$ cat config.mk
export PLATFORM = sky130hd
export DESIGN_NAME = result_write_arbiter
export DESIGN_NICKNAME = d
export VERILOG_FILES = /design/src/rtl/result_write_arbiter.sv
export SDC_FILE = /design/constraint.sdc
export NUM_CORES = 1
export LEC_CHECK = 0
export CAP_MARGIN = 20
export CORE_MARGIN = 2
export CORE_UTILIZATION = 39
export DETAILED_ROUTE_END_ITERATION = 7
export PLACE_DENSITY = 0.86
export RECOVER_POWER = 25
export SYNTH_ARGS = -nofsm -noshare
export SYNTH_HDL_FRONTEND = slang
export SYNTH_SLANG_ARGS = --single-unit
$ cat constraint.sdc
create_clock -name clock -period 2.1 [get_ports clock]
set_input_delay 0.42 -clock clock [delete_from_list [all_inputs] [get_ports clock]]
set_output_delay 0.42 -clock clock [all_outputs]
set_load 0.01 [all_outputs]
$ cat src/rtl/result_write_arbiter.sv
// Result write arbiter: ramps filter lanes on at frame start, grants one valid
// lane per cycle round-robin, and forwards the granted pixel to a one-cycle
// write port while counting the pixels written in the frame.
module result_write_arbiter #(
  parameter int unsigned NUM_LANES_BITS = 2,
  parameter int unsigned NUM_LANES      = 2 ** NUM_LANES_BITS,
  parameter int unsigned WIDTH_BITS     = 8,
  parameter int unsigned HEIGHT_BITS    = 8
) (
  input  logic                              clock,
  input  logic                              not_reset,
  input  logic                              iStart,
  input  logic [NUM_LANES-1:0]              iValid,
  input  logic [NUM_LANES*WIDTH_BITS-1:0]   iCol,
  input  logic [NUM_LANES*HEIGHT_BITS-1:0]  iRow,
  input  logic [NUM_LANES-1:0]              iData,
  input  logic [NUM_LANES-1:0]              iLaneFinished,
  output logic [NUM_LANES-1:0]              oReady,
  output logic [NUM_LANES-1:0]              oLaneEnable,
  output logic [HEIGHT_BITS-1:0]            oX,
  output logic [WIDTH_BITS-1:0]             oY,
  output logic                              oData,
  output logic                              oWren,
  output logic                              oBusy,
  output logic                              oDone,
  output logic [WIDTH_BITS+HEIGHT_BITS:0]   oPixelCount
);

  localparam int unsigned LaneW = (NUM_LANES_BITS > 0) ? NUM_LANES_BITS : 1;
  localparam int unsigned CntW  = WIDTH_BITS + HEIGHT_BITS + 1;
  // Count saturates at 2**(WIDTH_BITS+HEIGHT_BITS), i.e. only the MSB set.
  localparam logic [CntW-1:0]  CntMax   = {1'b1, {(CntW-1){1'b0}}};
  localparam logic [LaneW-1:0] LastLane = LaneW'(NUM_LANES - 1);
  localparam logic [LaneW:0]   RampEnd  = (LaneW+1)'(NUM_LANES);

  typedef enum logic [1:0] {StIdle, StRamp, StRun, StDone} state_e;

  state_e               state;
  logic [LaneW:0]       ramp_cnt;
  logic [LaneW-1:0]     last_grant;
  logic [LaneW-1:0]     grant_lane;
  logic                 grant_valid;
  logic                 active;
  logic [NUM_LANES-1:0] req;

  assign active = (state == StRamp) || (state == StRun);
  assign req    = iValid & oLaneEnable;
  assign oBusy  = active;
  assign oDone  = (state == StDone);

  // Round-robin pick: search starts one lane past the last granted lane.
  always_comb begin
    grant_valid = 1'b0;
    grant_lane  = '0;
    oReady      = '0;
    for (int unsigned off = 1; off <= NUM_LANES; off++) begin
      if (active && !grant_valid &&
          req[LaneW'((32'(last_grant) + off) % NUM_LANES)]) begin
        grant_valid = 1'b1;
        grant_lane  = LaneW'((32'(last_grant) + off) % NUM_LANES);
      end
    end
    if (grant_valid) begin
      oReady[grant_lane] = 1'b1;
    end
  end

  // Frame FSM, lane-enable ramp, write port and pixel counter.
  always_ff @(posedge clock or negedge not_reset) begin
    if (!not_reset) begin
      state       <= StIdle;
      ramp_cnt    <= '0;
      oLaneEnable <= '0;
      last_grant  <= LastLane;
      oWren       <= 1'b0;
      oX          <= '0;
      oY          <= '0;
      oData       <= 1'b0;
      oPixelCount <= '0;
    end else begin
      oWren <= grant_valid;
      if (grant_valid) begin
        last_grant <= grant_lane;
        oX         <= iRow[32'(grant_lane) * HEIGHT_BITS +: HEIGHT_BITS];
        oY         <= iCol[32'(grant_lane) * WIDTH_BITS +: WIDTH_BITS];
        oData      <= iData[grant_lane];
        if (oPixelCount != CntMax) begin
          oPixelCount <= oPixelCount + CntW'(1);
        end
      end

      case (state)
        StIdle, StDone: begin
          if (iStart) begin
            // Lane 0 is enabled on the first RAMP cycle itself.
            state       <= StRamp;
            oLaneEnable <= NUM_LANES'(1);
            ramp_cnt    <= (LaneW+1)'(1);
            oPixelCount <= '0;
          end
        end
        StRamp: begin
          if (ramp_cnt == RampEnd) begin
            state <= StRun;
          end else begin
            oLaneEnable[ramp_cnt[LaneW-1:0]] <= 1'b1;
            ramp_cnt                         <= ramp_cnt + (LaneW+1)'(1);
          end
        end
        StRun: begin
          if ((&iLaneFinished) && !(|iValid)) begin
            state       <= StDone;
            oLaneEnable <= '0;
          end
        end
        default: state <= StIdle;
      endcase
    end
  end

endmodule

==> results of run 1 <==
worst max-delay path, stage by stage:
cell and delay [ps]:
sky130_fd_sc_hd__dlygate4sd2_1 340, sky130_fd_sc_hd__nand2_1 170, sky130_fd_sc_hd__nor3_2 220, sky130_fd_sc_hd__a21oi_1 80
sky130_fd_sc_hd__o31ai_2 270, sky130_fd_sc_hd__buf_4 180, sky130_fd_sc_hd__o21ai_4 60, sky130_fd_sc_hd__nor2b_2 100
sky130_fd_sc_hd__buf_2 140
cell type report:
class                           count  share of cell area [%]
Multi-Input combinational cell    236                   37.78
Inverter                           21                   1.700
Tap cell                          102                   2.588
Clock buffer                        6                   1.675
Timing Repair Buffer              166                   32.83
Sequential cell                    46                   23.42
flip-flops by register name (all words and copies together) (netlist names):
register,cells
oX,8
oWren,1
ramp_cnt,3
state,2
oPixelCount,17
oLaneEnable,4
oY,8
last_grant,2
oData,1
worst min-delay path by stage:
stage | from | end | slack [ps] | cells past startpoint
floorplan | not_reset | oData$_DFFE_PN0N_ | 120 | 0
CTS | not_reset | oX[5]$_DFFE_PN0N_ | 170 | 1
detailed placement | not_reset | oY[0]$_DFFE_PN0N_ | 480 | 1
global route | oY[2]$_DFFE_PN0N_ | oY[2]$_DFFE_PN0N_ | 540 | 2
finish | not_reset | oY[0]$_DFFE_PN0N_ | 470 | 1
global placement | not_reset | oY[0]$_DFFE_PN0N_ | 470 | 1
report_power, final:
group / internal, mW / total [mW] / switching, mW
Clock: 0.255 / 0.536 / 0.281
Sequential: 1.21 / 1.44 / 0.233
Combinational: 2.46 / 4.82 / 2.36
Total: 3.93 / 6.80 / 2.87
Yosys cell counts (all sizes together), types with 2 or more instances:
master / number
nand3: 15
o31ai: 3
and3: 3
nor2b: 3
and4: 2
xnor2: 5
mux2: 8
nor2: 28
and2: 4
dfstp: 2
nand4: 5
inv: 21
xor2: 8
nand2: 27
a22oi: 3
a22o: 4
dfrtp: 44
a211oi: 10
clkbuf: 3
buf: 12
ha: 10
o21ai: 20
nor4b: 2
nor3: 12
nor4: 2
mux2i: 20
a21oi: 19
or3: 3
o221ai: 9
routing by layer:
metal	vias up	track usage, %	part of all wire [%]
li1	1461	-	-
met1	1477	24.47	42
met2	79	37.07	54
met3	10	2.629	3.4
met4	0	3.483	1.1
met5	-	0	0
metrics by stage:
| step | total power [mW] | TNS [ps] |
|---|---|---|
| after floorplan | 3.978 | -68.23 |
| after global placement | 5.439 | -15140 |
| after detailed placement | 5.576 | -17570 |
| after CTS | 6.277 | -1596 |
| after global routing | 7.263 | -3038 |
| final | 6.796 | -1428 |
cells in the final DEF, fill, tap and decap left out, types with 6 or more instances in the layout:
master                            count
sky130_fd_sc_hd__a211oi_2             9
sky130_fd_sc_hd__a21oi_1             16
sky130_fd_sc_hd__buf_4               29
sky130_fd_sc_hd__buf_6               12
sky130_fd_sc_hd__clkbuf_8             6
sky130_fd_sc_hd__clkdlybuf4s50_1    113
sky130_fd_sc_hd__dfrtp_1             43
sky130_fd_sc_hd__ha_1                 9
sky130_fd_sc_hd__inv_1               17
sky130_fd_sc_hd__mux2_4               8
sky130_fd_sc_hd__mux2i_1             18
sky130_fd_sc_hd__nand2_1             25
sky130_fd_sc_hd__nand3_1             14
sky130_fd_sc_hd__nor2_1              27
sky130_fd_sc_hd__nor3_4               7
sky130_fd_sc_hd__o21ai_0             14
sky130_fd_sc_hd__o221ai_1             8
sky130_fd_sc_hd__xor2_1               8
timing repair:
action                                  in CTS  in global routing
endpoints found under the hold margin        0                  0
endpoints found under the setup margin      24                 30
gates resized for setup                     33                 42
gates cloned                                 0                  1
pin swaps                                    7                 10
setup buffers                                7                  3
cells by family after synthesis:
kind of cell / Yosys count
AND/OR/NAND/NOR: 110
AO/OA/AOI/OAI: 75
flip-flops: 46
buffers and inverters: 36
multiplexers: 28
XOR/XNOR: 13
adder cells (fa/ha/maj): 10
==> implementation parameters, run 1 <==
Parameter                              Value

Flow run
  Number of max-capacitance violations reported ... 1

Route
  Via count ... 3027
  Number of nets with antenna violations after detailed routing ... 0
  Wirelength per Cell ... 15.17 um
  Aggregate routed wire length ... 8.754 mm
  Vias/cell ... 5.246
  Drt drc ... 0
  1st-pass router iterations ... 4
  Starting DRC count in detailed routing ... 144

Global route
  GRT Overall Usage ... 19.80%
  Vias in the first global route ... 2951
  Global route overflow ... 0
  First-pass GRT wire length ... 13.83 mm
  Maximum number of pins on one net before global-route repair ... 27
  Initial antenna violation count ... 0

Worst setup path
  Kind of end point of the critical path ... output port
  Reg-to-reg critical path startpoint ... last_grant[1]$_DFFE_PN1N_
  Category of the worst setup path launch point ... primary input
  Crit path launch ... iValid[1]
  Cell count of the worst reg-to-reg path ... 10
  FF-to-FF End ... oX[5]$_DFFE_PN0N_
  Critical path class ... primary input to output port
  Setup slack, reg-to-reg ... -60 ps
  Worst setup endpoint ... oReady[0]
  Critical path required time ... 1680 ps
  Arrival @ worst endpoint ... 1990 ps
  Highest fanout seen on the critical path ... 5

Finish
  Count of filler cells inserted in the layout ... 617
  Share of layout cells above drive strength 1 ... 23.37%
  Fin cells ... 577
  # diodes ... 0
  Area occupied by registers ... 1155 um2
  Final core utilization ... 64.82%
  Post-route standard cell area excluding fillers ... 4931 um2
  Area of combinational cells with multiple inputs ... 1863 um2
  Number of nets in the final layout ... 565
  Layout overhead on the synthesized area ... 63.12%

Synth
  Top cells by area in the synthesized netlist ... sky130_fd_sc_hd__dfrtp_1 36%, sky130_fd_sc_hd__mux2i_1 6.6%, sky130_fd_sc_hd__ha_1 4.1%
  Count of flip-flops with a built-in enable after synthesis ... 0
  Count of warnings emitted by yosys ... 0
  Post-Synth Simple-Gate Area ... 19.25%
  Dominant combinational cell family by area after synthesis ... simple AND/OR/NAND/NOR gates
  Post-Syn Area per Cell ... 9.506 um2
  Fraction of synthesized area in multiplexers ... 10.60%
  Async set-or-reset flop fraction in the synthesized netlist ... 100.0%
  Post-synthesis cell type with the largest combined area ... sky130_fd_sc_hd__dfrtp_1
  Flip-flop cell with the highest count after synthesis ... sky130_fd_sc_hd__dfrtp_1
  Yosys reg bits ... 46
  Count of mapped cells out of synthesis ... 318
  Xor-xnor portion of the synthesized cell area ... 3.767%
  Top-area cell type share of the netlist area ... 36.42%
  Net count after synthesis ... 407
  Post-Synth Adder-Cell Area ... 4.139%
  Share of the synthesized area in compound gates (AO/OA/AOI/OAI) ... 17.80%
  Post-synthesis cell area ... 3023 um2
  Share of the yosys chip area belonging to registers ... 38.16%
  Distinct cells, synth ... 53

STA
  Final Hold Viols ... 0
  Least setup slack across all paths after layout ... -305.4 ps
  Count of pins over their slew limit ... 0
  Final worst path period need ... 2405 ps
  Unrepaired setup endpoints after global routing ... yes
  Max-Slew Margin vs Limit ... 0.8015%
  Setup Viol. Count Final ... 13
  Actual transition at the worst max-transition pin ... 1488 ps
  Setup clock skew after layout ... 6.756 ps
  Tightest hold margin ... 474.0 ps
  Achievable frequency ... 415.7 MHz
  Ratio of final minimum period to clock period ... 114.5%

Place
  Post-place instance area ... 4577 um2
  Count of input and output buffers ... 123
  Gpl congestion ... 0.8883
  Post-DP HPWL ... 6.579 mm
  Place WS ... -950.8 ps
  DP Cell Count ... 561

Die
  Initial core utilization ... 39.74%
  Die Span Y ... 92.04 um
  Core Region ... 7607 um2
  Floorplan row count ... 32
  Overall die area ... 8471 um2
  Number of top-level design ports ... 124
  DIE WIDTH ... 92.04 um

CTS
  Clk buf depth ... 2
  Sinks on Clock Net ... 46
  Number of buffers created by CTS ... 5
  Hold_buf cts ... 0
  CTS HTree Levels ... 2
  Insertion delay of the later-clocked pin in the worst-skew pair ... 290 ps
  CTS clk-pin slew, worst paths ... 90 ps
  TritonCTS clock tree ... done
  Buffer type at the clock tree root ... sky130_fd_sc_hd__clkbuf_8

Min path
  Path class of the lowest-slack min-delay path ... primary input to asynchronous set/reset pin

Status
  Violated checks ... capacitance limit, setup timing
  Result of the run ... finished, violations left

Pwr
  Max VDD drop ... 0.0009678 V
  Power density over the cells ... 1378 nW/um2
  Static leakage ... 2.184 nW
(Power assumes the default switching activity.)
==> run 2: changes to the inputs <==
--- a/config.mk
+++ b/config.mk
@@ -6,6 +6,7 @@
 export NUM_CORES = 1
 export LEC_CHECK = 0
 export CAP_MARGIN = 20
+export CORE_ASPECT_RATIO = 1.2
 export CORE_MARGIN = 2
 export CORE_UTILIZATION = 39
 export DETAILED_ROUTE_END_ITERATION = 7
==> constraint.sdc (replaced) <==
create_clock -name clock -period 2.1 [get_ports clock]
set_input_delay 0.21 -clock clock [delete_from_list [all_inputs] [get_ports clock]]
set_output_delay 0.21 -clock clock [all_outputs]
set_load 0.01 [all_outputs]
==> run 2 against run 1 <==
The run ends with setup timing left. Clock skew fell by 1.6 ps. Critical path depth fell by 2. Via count is 1.1% higher. Core utilization rose by 1.1 points. Flip-flop and latch count unchanged. Setup slack gained 210 ps. Non-clock buffer count up 11. Clock power grew 24%. Combinational power increased by 2%. Sequential power hardly changed. Global-route usage rose by 0.20 points.
==> implementation parameters, run 2 (synthesis results as in run 1) <==
Parameter                              Value

Status
  Result of the run ... finished, violations left (unchanged)
  Violated checks ... setup timing (was capacitance limit, setup timing)

Route
  Aggregate routed wire length ... 8.991 mm (was 8.754 mm)
  Via count ... 3060 (was 3027)
  Number of nets with antenna violations after detailed routing ... 0 (unchanged)
  Vias/cell ... 5.276 (was 5.246)
  Starting DRC count in detailed routing ... 88 (was 144)
  Drt drc ... 0 (unchanged)
  Wirelength per Cell ... 15.50 um (was 15.17 um)
  1st-pass router iterations ... 4 (unchanged)

Place
  Post-DP HPWL ... 6.684 mm (was 6.579 mm)
  Post-place instance area ... 4572 um2 (was 4577 um2)
  Gpl congestion ... 0.8603 (was 0.8883)
  Count of input and output buffers ... 123 (unchanged)
  DP Cell Count ... 557 (was 561)

Finish
  Post-route standard cell area excluding fillers ... 5025 um2 (was 4931 um2)
  Area occupied by registers ... 1155 um2 (unchanged)
  # diodes ... 0 (unchanged)
  Number of nets in the final layout ... 576 (was 565)
  Top register by number of flip-flops ... oPixelCount (unchanged)
  Highest-count cells in the layout ignoring fill and taps ... 115 x sky130_fd_sc_hd__clkdlybuf4s50_1, 43 x sky130_fd_sc_hd__dfrtp_1, 43 x sky130_fd_sc_hd__buf_4 (was 113 x sky130_fd_sc_hd__clkdlybuf4s50_1, 43 x sky130_fd_sc_hd__dfrtp_1, 29 x sky130_fd_sc_hd__buf_4)
  Fin cells ... 580 (was 577)
  Most common cell after layout, fill and taps aside ... sky130_fd_sc_hd__clkdlybuf4s50_1 (unchanged)
  Share of layout cells above drive strength 1 ... 25.41% (was 23.37%)
  Layout overhead on the synthesized area ... 66.23% (was 63.12%)
  Area of combinational cells with multiple inputs ... 1861 um2 (was 1863 um2)
  Largest registers ranked by flip-flop count ... oPixelCount: 17 flops, oX: 8 flops, oY: 8 flops (unchanged)
  Max reg flops ... 17 (unchanged)
  Count of filler cells inserted in the layout ... 612 (was 617)

Global route
  Initial antenna violation count ... 0 (unchanged)
  Vias in the first global route ... 2942 (was 2951)
  GRT Overall Usage ... 20.00% (was 19.80%)
  First-pass GRT wire length ... 13.94 mm (was 13.83 mm)
  Global route overflow ... 0 (unchanged)
  Maximum number of pins on one net before global-route repair ... 47 (was 27)

Die
  Initial core utilization ... 39.67% (was 39.74%)
  DIE WIDTH ... 84.37 um (was 92.04 um)
  Core Region ... 7620 um2 (was 7607 um2)
  Number of top-level design ports ... 124 (unchanged)
  Die Span Y ... 100.4 um (was 92.04 um)
  Overall die area ... 8475 um2 (was 8471 um2)
  Floorplan row count ... 35 (was 32)

CTS
  Number of buffers created by CTS ... 5 (unchanged)
  CTS HTree Levels ... 2 (unchanged)
  CTS clk-pin slew, worst paths ... 90 ps (about the same)
  Clk buf depth ... 2 (unchanged)
  Buffer type at the clock tree root ... sky130_fd_sc_hd__clkbuf_8 (unchanged)
  Sinks on Clock Net ... 46 (unchanged)
  TritonCTS clock tree ... done (unchanged)
  Insertion delay of the later-clocked pin in the worst-skew pair ... 290 ps (about the same)

STA
  Setup clock skew after layout ... 5.124 ps (was 6.756 ps)
  Max-Slew Margin vs Limit ... 21.85% (was 0.8015%)
  Ratio of final minimum period to clock period ... 104.4% (was 114.5%)
  Final worst path period need ... 2193 ps (was 2405 ps)
  Actual transition at the worst max-transition pin ... 1172 ps (was 1488 ps)
  Achievable frequency ... 456.1 MHz (was 415.7 MHz)
  Count of pins over their slew limit ... 0 (unchanged)
  Total Negative Setup Slacks ... -699.2 ps (was -1428 ps)
  Least setup slack across all paths after layout ... -92.72 ps (was -305.4 ps)
  Final Hold Viols ... 0 (unchanged)
  Setup Viol. Count Final ... 15 (was 13)
  Unrepaired setup endpoints after global routing ... yes (unchanged)

Pwr
  Static leakage ... 2.252 nW (was 2.184 nW)
  Max VDD drop ... 0.001008 V (was 0.0009678 V)
  Power density over the cells ... 1389 nW/um2 (was 1378 nW/um2)

Worst setup path
  Critical path class ... flop to output port (was primary input to output port)
  Crit path launch ... last_grant[0]$_DFFE_PN1N_ (was iValid[1])
  Category of the worst setup path launch point ... flop (was primary input)
  Reg-to-reg critical path startpoint ... last_grant[1]$_DFFE_PN1N_ (unchanged)
  Critical path required time ... 1890 ps (was 1680 ps)
  Setup slack, reg-to-reg ... -80 ps (was -60 ps)
  Highest fanout seen on the critical path ... 3 (was 5)
  Kind of end point of the critical path ... output port (unchanged)
  Arrival @ worst endpoint ... 1980 ps (was 1990 ps)

Flow run
  Number of max-capacitance violations reported ... 0 (was 1)

Min path
  Path class of the lowest-slack min-delay path ... primary input to asynchronous set/reset pin (unchanged)
-- run 2: cell types whose count changed in the layout (fill, tap and decap cells not counted), sizes merged, moves of 2 or more --
cell           change
clkdlybuf4s50      +2
dlygate4sd2        -4
clkbuf             -2
dlymetal6s2s       +2
buf               +12
-- run 2: worst paths after layout --
kind                                              endpoint  cells after the start
max in group asynchronous       oLaneEnable[1]$_DFFE_PN0P_                      2
worst max-delay path                             oReady[0]                      7
worst min register to register           oY[1]$_DFFE_PN0N_                      2
worst max register to register           oX[2]$_DFFE_PN0N_                      9
min in group clock                       oY[1]$_DFFE_PN0N_                      2
worst min-delay path             oPixelCount[12]$_DFF_PN0_                      2
-- run 2: what timing repair did --
item	in CTS	in global routing
cloned	1	1
hold buffers	0	0
setup buffers	9	4
setup endpoints to repair	26	31
hold endpoints to repair	0	0
pin swaps	5	12
resized for setup	37	27
-- run 2: power by group --
| group | switching [mW] | internal [mW] |
|---|---|---|
| Clock | 0.308 | 0.357 |
| Sequential | 0.204 | 1.21 |
| Combinational | 2.37 | 2.54 |
-- run 2: stage by stage --
step | util, % | setup WS [ps] | hold WS (ps) | total power [mW]
global route | 65.94 | -213.0 | 315.0 | 7.449
finish | 65.94 | -92.72 | 221.6 | 6.979
global placement | 60.00 | -487.0 | 332.2 | 5.423
CTS | 63.68 | -129.5 | 21.40 | 6.629
detailed placement | 60.00 | -534.5 | 347.5 | 5.552
floorplan | - | 78.76 | -85.59 | 3.859
-- run 2: routing by layer --
layer	vias to the layer above	global-route usage [%]	part of all wire, %
met4	0	3.785	0.79
met2	93	37.30	54
met5	-	0	0
met1	1482	24.70	41
li1	1476	-	-
met3	9	2.878	4.3
-- run 2: worst max-delay path, cell delays in order, from the launching register on --
cell,delay [ps]
sky130_fd_sc_hd__dfstp_2,560
sky130_fd_sc_hd__a21oi_1,80
sky130_fd_sc_hd__a22o_1,290
sky130_fd_sc_hd__a211oi_4,300
sky130_fd_sc_hd__buf_6,150
sky130_fd_sc_hd__o21ai_4,50
sky130_fd_sc_hd__nor2b_1,110
sky130_fd_sc_hd__buf_2,160
-- run 2: layout make-up --
cell class | count | area share [%]
multi-input combinational | 236 | 37.03
clock buffer | 5 | 1.370
timing repair buffer | 177 | 33.79
clock inverter | 3 | 0.8715
sequential | 46 | 22.98
inverter | 21 | 1.668
tap | 92 | 2.291
